## src/rtl/fetch_prefetch_pkg.sv

```systemverilog
// Shared fetch-side types: the CPU-wide fetch command enum and the byte-queue
// transfer record with its instruction-length helper.
package cpu_common;
    typedef enum logic [1:0] {
        FETCH_NOP    = 2'd0,
        FETCH_INC_PC = 2'd1,
        FETCH_JUMP   = 2'd2
    } fetch_operation_t;
endpackage

package fetch_prefetch_pkg;
    // n = 0, 1 or 2 bytes; data[7:0] is the lower-addressed byte
    typedef struct packed {
        logic [1:0]  n;
        logic [15:0] data;
    } byte_xfer_t;

    function automatic logic [1:0] inst_len(input logic [7:0] first_byte);
        return first_byte[1] ? 2'd2 : 2'd1;
    endfunction
endpackage

```

## src/rtl/fetch_prefetch_if.sv

```systemverilog
// Instruction-memory read port: word address out, read data back one cycle later.
interface fetch_prefetch_if #(
    parameter int PC_W = 14
);
    logic [PC_W-2:0] mem_inst_addr;
    logic [15:0]     mem_instr;

    modport master (output mem_inst_addr, input mem_instr);
    modport slave  (input mem_inst_addr, output mem_instr);
endinterface

```

## src/rtl/fetch_byte_queue.sv

```systemverilog
// Circular byte FIFO with up to two pushes and two pops per cycle; exposes the
// two oldest bytes as head.
module fetch_byte_queue
    import fetch_prefetch_pkg::*;
#(
    parameter int DEPTH = 4
) (
    input  logic                     clk,
    input  logic                     rst_sync,
    input  logic                     flush,
    input  byte_xfer_t               push,
    input  logic [1:0]               pop_n,
    output logic [$clog2(DEPTH):0]   count,
    output logic [15:0]              head
);
    localparam int AW = $clog2(DEPTH);
    localparam int CW = AW + 1;

    logic [DEPTH-1:0][7:0] data_q;
    logic [AW-1:0]         rd_q, wr_q;
    logic [AW-1:0]         rd_p1, wr_p1;
    logic [CW-1:0]         cnt_q;

    assign rd_p1 = rd_q + AW'(1);
    assign wr_p1 = wr_q + AW'(1);

    always_ff @(posedge clk) begin
        if (rst_sync || flush) begin
            rd_q  <= '0;
            wr_q  <= '0;
            cnt_q <= '0;
        end else begin
            wr_q  <= wr_q + AW'(push.n);
            rd_q  <= rd_q + AW'(pop_n);
            cnt_q <= cnt_q + CW'(push.n) - CW'(pop_n);
        end
    end

    // Storage needs no reset: bytes are only visible once counted in.
    always_ff @(posedge clk) begin
        if (push.n != 2'd0) data_q[wr_q]  <= push.data[7:0];
        if (push.n == 2'd2) data_q[wr_p1] <= push.data[15:8];
    end

    assign count = cnt_q;
    assign head  = {data_q[rd_p1], data_q[rd_q]};
endmodule

```

## src/rtl/fetch_prefetch.sv

```systemverilog
// Instruction prefetcher: streams 16-bit memory words into a byte queue and
// presents a 1- or 2-byte instruction at pc, with jump flush and wrap-around.
module fetch_prefetch
    import cpu_common::*;
    import fetch_prefetch_pkg::*;
#(
    parameter int PC_W        = 14,
    parameter int QUEUE_BYTES = 4
) (
    input  logic                clk,
    input  logic                rst_sync,
    input  fetch_operation_t    fetch_operation,
    input  logic [PC_W-1:0]     jump_addr,
    output logic [15:0]         inst,
    output logic                inst_valid,
    output logic [PC_W-1:0]     pc,
    fetch_prefetch_if.master    mem_bus
);
    localparam int CW = $clog2(QUEUE_BYTES) + 1;
    localparam int SW = CW + 1;
    localparam int AW = PC_W - 1;

    logic [PC_W-1:0] pc_q, fptr_q;
    logic [AW-1:0]   addr_q;
    logic            in_flight_q, in_flight_odd_q;

    logic [CW-1:0]   count;
    logic [15:0]     head;
    logic [SW-1:0]   committed;
    logic            jump, issue, head_ok;
    logic [1:0]      pop_n;
    byte_xfer_t      push;

    fetch_byte_queue #(.DEPTH(QUEUE_BYTES)) u_queue (
        .clk      (clk),
        .rst_sync (rst_sync),
        .flush    (jump),
        .push     (push),
        .pop_n    (pop_n),
        .count    (count),
        .head     (head)
    );

    always_comb begin
        jump      = (fetch_operation == FETCH_JUMP);
        // Bytes already queued plus bytes landing this cycle bound the free space.
        committed = SW'(count);
        if (in_flight_q) committed = committed + (in_flight_odd_q ? SW'(1) : SW'(2));
        issue     = !rst_sync && !jump && (committed + SW'(2) <= SW'(QUEUE_BYTES));
        head_ok   = ((count >= CW'(1)) && !head[1]) || (count >= CW'(2));

        pop_n = 2'd0;
        if (!rst_sync && (fetch_operation == FETCH_INC_PC) && head_ok)
            pop_n = inst_len(head[7:0]);

        // A read issued from an odd fptr only contributes its upper byte.
        push.n    = 2'd0;
        push.data = mem_bus.mem_instr;
        if (in_flight_q) begin
            push.n = in_flight_odd_q ? 2'd1 : 2'd2;
            if (in_flight_odd_q) push.data = {8'h00, mem_bus.mem_instr[15:8]};
        end
    end

    always_ff @(posedge clk) begin
        if (rst_sync) begin
            pc_q            <= '0;
            fptr_q          <= '0;
            addr_q          <= '0;
            in_flight_q     <= 1'b0;
            in_flight_odd_q <= 1'b0;
        end else if (jump) begin
            pc_q        <= jump_addr;
            fptr_q      <= jump_addr;
            in_flight_q <= 1'b0;
        end else begin
            pc_q        <= pc_q + PC_W'(pop_n);
            in_flight_q <= issue;
            if (issue) begin
                fptr_q          <= {fptr_q[PC_W-1:1] + AW'(1), 1'b0};
                addr_q          <= fptr_q[PC_W-1:1];
                in_flight_odd_q <= fptr_q[0];
            end
        end
    end

    assign inst                  = head;
    assign inst_valid            = !rst_sync && head_ok;
    assign pc                    = rst_sync ? '0 : pc_q;
    assign mem_bus.mem_inst_addr = rst_sync ? '0 : (issue ? fptr_q[PC_W-1:1] : addr_q);
endmodule

```

## src/flat_wrapper.sv

```systemverilog
// flat-port wrapper written by rule: the top's interface ports become plain ports
module fetch_prefetch_flat import cpu_common::*; import fetch_prefetch_pkg::*;
#(
    parameter int PC_W        = 14,
    parameter int QUEUE_BYTES = 4
)
  (clk, rst_sync, fetch_operation, jump_addr, inst, inst_valid, pc, mem_bus_mem_inst_addr, mem_bus_mem_instr);
  fetch_prefetch_if #(.PC_W(PC_W)) mem_bus_i ();
  input  logic clk;
  input  logic rst_sync;
  input  fetch_operation_t fetch_operation;
  input  logic [PC_W-1:0] jump_addr;
  output logic [15:0] inst;
  output logic inst_valid;
  output logic [PC_W-1:0] pc;
  output wire logic [$bits(mem_bus_i.mem_inst_addr)-1:0] mem_bus_mem_inst_addr;
  input wire logic [$bits(mem_bus_i.mem_instr)-1:0] mem_bus_mem_instr;
  assign mem_bus_mem_inst_addr = mem_bus_i.mem_inst_addr;
  assign mem_bus_i.mem_instr = mem_bus_mem_instr;
  fetch_prefetch #(.PC_W(PC_W), .QUEUE_BYTES(QUEUE_BYTES)) u_core (.clk(clk), .rst_sync(rst_sync), .fetch_operation(fetch_operation), .jump_addr(jump_addr), .inst(inst), .inst_valid(inst_valid), .pc(pc), .mem_bus(mem_bus_i));
endmodule
```

## config.mk

```make
export PLATFORM = sky130hd
export DESIGN_NAME = fetch_prefetch_flat
export DESIGN_NICKNAME = d
export VERILOG_FILES = /design/src/rtl/fetch_prefetch_pkg.sv /design/src/rtl/fetch_prefetch_if.sv /design/src/rtl/fetch_byte_queue.sv /design/src/rtl/fetch_prefetch.sv /design/src/flat_wrapper.sv
export SDC_FILE = /design/constraint.sdc
export NUM_CORES = 1
export LEC_CHECK = 0
export BUFFER_PORTS_ARGS = -buffer_cell sky130_fd_sc_hd__buf_2
export CAP_MARGIN = 20
export CORE_ASPECT_RATIO = 0.5
export CORE_UTILIZATION = 55
export DETAILED_ROUTE_END_ITERATION = 10
export PLACE_DENSITY_LB_ADDON = 0.12
export SYNTH_ARGS = -nofsm -noshare
export SYNTH_HDL_FRONTEND = slang
export SYNTH_HIERARCHICAL = 1
export SYNTH_SLANG_ARGS = --single-unit
export TNS_END_PERCENT = 5
```

## constraint.sdc

```tcl
create_clock -name clk -period 3.75 [get_ports clk]
set_clock_uncertainty 0.05 [all_clocks]
set_input_delay 0.75 -clock clk [delete_from_list [all_inputs] [get_ports clk]]
set_output_delay 0.75 -clock clk [all_outputs]
set_load 0.01 [all_outputs]
```

==> results summary <==
The largest single stage delay on the critical path is 490 ps. The initial antenna violation count is 0. The post-synthesis mux area share is 0.114.

The final hold violation count is 0. The area of placed instances came out at 5180 sq um. The share of total power dissipated in the clock network is 0.223. The kind of cell adding the most delay to the critical path is adder cells. Summing all multi-input logic gate instances after layout gives 2940 sq um. The number of setup violations in the final report is 5. The tree is rooted in a sky130_fd_sc_hd__clkbuf_16.

The number of nets at the end of the flow came out at 653. The area growth from synthesis to layout is 19.6%. The hold path depth is 2. The count of flip-flops with a built-in enable after synthesis is 0. The worst-case reg-to-reg path depth is 11. The number of distinct library cells after synthesis is 52. The final count of pins violating max slew is 0. The net switching fraction of the power is 0.376. The first detailed-routing pass ran for 5 iterations. The clock tree from TritonCTS is done. The worst-case setup slack after placement is 159 ps. The TritonCTS buffer count came out at 9. The worst setup margin is -21.4 ps. The wire length of the first global-routing pass came out at 19.5 mm. The cell area power density is 646 nW/um^2.

Summing all non-filler instances in the final layout gives an area of 5660 sq um. In the synthesized netlist the dominant register cell turns out to be sky130_fd_sc_hd__dfxtp_1. The post-synthesis adder-cell area fraction came out at 0.0433. In this run the mean area of a mapped cell was 8.72 sq um. In this run the vertical extent of the chip is 67.6 microns. The count of antenna-violating nets left after detailed routing is 0. The kind of start point of the critical path is a register. The final reports fail on setup timing.

The clock net in this run drives a total of 82 sinks. The pin count of the biggest net entering global routing is 37. The worst ir drop on vdd is 0.342 mV. The data arrival time of the worst path came out at 2970 ps.

The signal on the critical path passes through ha_4, fa_1, mux2_4, ha_4, a21bo_2, o221ai_4, clkbuf_16, o311ai_2, o21ai_1, buf_2. The buffering stage count on the worst path with inverters included is 2. The global-route usage over all layers is 0.280. The detailed-route vias per instance is 6.11.

The core box area is 8170 sq um. The overall die area is 9010 sq um. The number of design-rule violations left by the first detailed-router iteration came out at 359.

The highest attainable clock frequency came out at 0.265 GHz. The net switching power figure is 1370 uW. The highest net fanout along the worst path came out at 6. The footprint of the flip-flops and latches came out at 1650 sq um.

Setup repair after global routing could not meet its margin everywhere. The number of buffers on the longest clock path came out at 2. The final standard cell utilization of the core is 0.693.

The compound-gate portion of the synthesized area is 0.209. Of the total power, registers draw 0.365. The flow ran to the end, but the final reports show violations. Pin placement for this block handled 78 I/O pins. After synthesis the netlist holds a flip-flop and latch count of 82. The leakage power is 0.00218 uW. The overflow left after global routing is 0. The area fraction in and, or, nand and nor cells after synthesis came out at 0.187. After layout, the minimum clock period comes to 3770 ps.

The count of H-tree levels built during CTS is 3. The remaining design rule violation count is 0. Among the stages of the critical path, the cell type that occurs most often is sky130_fd_sc_hd__ha_4.

The filler cells instantiated in the layout total 658. STA classifies the critical path endpoint as an output port. In this run the worst hold path is classified as register to register. The worst setup path is of the register to output port kind. The number of global-route vias before repair is 3813.

The final weighted congestion in routability-driven placement is 0.871. The final HPWL from detailed placement came out at 7.92 mm. The routed wire length came out at 12.2 mm.

Counting flops with an async set or reset pin after synthesis yields a share of 0. The fraction of synthesized cell area in xor and xnor cells is 0.0351. The mapped netlist covers 4730 sq um. The post-route worst hold slack is 417 ps. The total number of vias came out at 4408. Row generation in the floorplan step produced 23 rows. The required time at the endpoint of the critical path is 2950 ps. The part of the Yosys area used for sequential elements came out at 0.347. Among all stages on the critical path, the largest delay is contributed by sky130_fd_sc_hd__fa_1. The transition time at the pin with the least slew margin came out at 1050 ps.

The initial cell density of the core is 0.579. The cell-internal power came out at 2280 uW. In the finished design, the share of the clock period the worst path needs comes to 1.01. The instance count of the mapped netlist is 543. The count of input and output buffers is 77. The count of warnings emitted by yosys is 6. The detail-routed net length per standard cell came out at 16.9 microns. The path length in cells of the critical path came out at 10. The share of final-layout standard cells stronger than drive strength 1 is 0.261. The horizontal extent of the die is 133 microns. By area, the combinational part of the netlist is dominated by compound AO/OA/AOI/OAI gates. The portion of total power attributed to combinational logic came out at 0.412. The count of antenna diodes in the layout is 0. The synthesized net count is 591. The clock latency reported for the late side of the worst-skew pair is 340 ps.

The max-capacitance violation count came out at 0. The clock-pin slew reported for the worst setup and hold paths after clock tree synthesis is 60 ps. Headroom to the max-slew limit came out at 0.298.
[cells in the mapped netlist, types with 5 or more instances]
| master | count | share of area |
|---|---|---|
| sky130_fd_sc_hd__mux4_2 | 16 | 0.076 |
| sky130_fd_sc_hd__buf_2 | 11 | 0.012 |
| sky130_fd_sc_hd__and2_1 | 17 | 0.022 |
| sky130_fd_sc_hd__clkbuf_1 | 28 | 0.022 |
| sky130_fd_sc_hd__o311ai_0 | 14 | 0.026 |
| sky130_fd_sc_hd__xnor2_1 | 18 | 0.033 |
| sky130_fd_sc_hd__inv_1 | 28 | 0.022 |
| sky130_fd_sc_hd__nor2_1 | 32 | 0.025 |
| sky130_fd_sc_hd__o31ai_1 | 5 | 0.0079 |
| sky130_fd_sc_hd__o21ai_0 | 74 | 0.078 |
| sky130_fd_sc_hd__a21oi_1 | 16 | 0.017 |
| sky130_fd_sc_hd__nand4_1 | 8 | 0.011 |
| sky130_fd_sc_hd__dfxtp_1 | 82 | 0.35 |
| sky130_fd_sc_hd__a31oi_1 | 35 | 0.046 |
| sky130_fd_sc_hd__nor3_1 | 8 | 0.0085 |
| sky130_fd_sc_hd__nand2_1 | 20 | 0.016 |
| sky130_fd_sc_hd__nor2b_1 | 15 | 0.020 |
| sky130_fd_sc_hd__mux2i_1 | 8 | 0.017 |
| sky130_fd_sc_hd__nand3_1 | 33 | 0.035 |
| sky130_fd_sc_hd__mux2_2 | 9 | 0.021 |
| sky130_fd_sc_hd__ha_1 | 10 | 0.026 |
[logic make-up after synthesis]
| logic type | after synthesis |
|---|---|
| adders and majority gates | 14 |
| xor gates and xnor gates | 19 |
| DFF | 82 |
| buffers and inverters | 71 |
| AOI/OAI and AO/OA | 162 |
| muxes | 33 |
| and+or+nand+nor | 162 |
[power groups by stage]
stage,Sequential [uW],Combinational [uW],Clock (uW)
CTS,1320,1360,829
global route,1370,1650,870
global placement,1330,1280,0
finish,1330,1500,816
floorplan,1260,986,0
detailed placement,1340,1300,0
[tightest hold or removal path, stage by stage (launching register included)]
cell,delay (ps)
sky130_fd_sc_hd__dfxtp_1,310
sky130_fd_sc_hd__inv_1,50
sky130_fd_sc_hd__o21ai_0,70
[sequential cells by signal, indices dropped and copies added, names as in the netlist]
name and cells:
u_core/addr_q 13, u_core/fptr_q 14, u_core/in_flight_odd_q 1, u_core/in_flight_q 1, u_core/pc_q 14, u_core/u_queue/count 3, u_core/u_queue/data_q 32, u_core/u_queue/rd_q 2
u_core/u_queue/wr_q 2
[placed cells by master (no fill, tap or decap), types with 3 or more instances in the layout]
master / instances
sky130_fd_sc_hd__ha_1: 8
sky130_fd_sc_hd__nand4_1: 8
sky130_fd_sc_hd__clkinv_2: 3
sky130_fd_sc_hd__mux2i_1: 8
sky130_fd_sc_hd__inv_1: 28
sky130_fd_sc_hd__dfxtp_1: 80
sky130_fd_sc_hd__a31o_2: 3
sky130_fd_sc_hd__and4_1: 3
sky130_fd_sc_hd__buf_4: 14
sky130_fd_sc_hd__nor2b_1: 15
sky130_fd_sc_hd__nor3_1: 8
sky130_fd_sc_hd__or4_1: 4
sky130_fd_sc_hd__and2_1: 17
sky130_fd_sc_hd__clkbuf_16: 10
sky130_fd_sc_hd__xnor2_1: 18
sky130_fd_sc_hd__nor4_1: 4
sky130_fd_sc_hd__nand2_1: 20
sky130_fd_sc_hd__mux2_2: 8
sky130_fd_sc_hd__fa_1: 4
sky130_fd_sc_hd__nand3_1: 33
sky130_fd_sc_hd__o31ai_1: 5
sky130_fd_sc_hd__o311ai_2: 9
sky130_fd_sc_hd__a211oi_1: 3
sky130_fd_sc_hd__mux4_2: 16
sky130_fd_sc_hd__a31oi_1: 35
sky130_fd_sc_hd__o21ai_1: 9
sky130_fd_sc_hd__o21ai_0: 65
sky130_fd_sc_hd__nor2_1: 32
sky130_fd_sc_hd__a21oi_1: 16
sky130_fd_sc_hd__buf_2: 77
[timing repair]
item | CTS | global route
gates cloned | 0 | 1
gates resized for setup | 23 | 26
hold buffers | 0 | 0
endpoints found under the setup margin | 13 | 13
pin swaps | 1 | 4
setup buffers | 2 | 0
[layer usage]
metal,wire [microns],share of wire,global-route usage,up-vias
li1,-,-,-,2137
met5,0,0,0,-
met1,5600,0.46,0.380,2072
met2,5540,0.46,0.448,178
met3,834,0.069,0.0601,21
met4,187,0.015,0.0966,0
[layout make-up]
cell class | count | area share
multi-input cells | 390 | 0.520
flip-flops and latches | 82 | 0.291
repair buffers | 94 | 0.0981
clock buffers | 10 | 0.0422
well taps | 112 | 0.0248
inverters | 28 | 0.0186
clock inverters | 5 | 0.00553
[per-stage QoR]
step / setup TNS, ps / power [uW] / cells
global route: -1300 / 3890 / 721
global placement: 0 / 2610 / 703
CTS: -342 / 3510 / 720
finish: -28.3 / 3650 / 721
floorplan: 0 / 2250 / 543
detailed placement: 0 / 2640 / 703
[worst paths after layout]
kind              slack, ps              startpoint                        to
hold / removal          420        u_core/fptr_q[0]    u_core/in_flight_odd_q
hold reg to reg         420        u_core/fptr_q[0]    u_core/in_flight_odd_q
setup reg to reg        600  u_core/u_queue/rd_q[0]           u_core/pc_q[10]
setup / recovery        -20  u_core/in_flight_odd_q  mem_bus_mem_inst_addr[8]
Note: power is estimated with default switching activity, not from simulation.
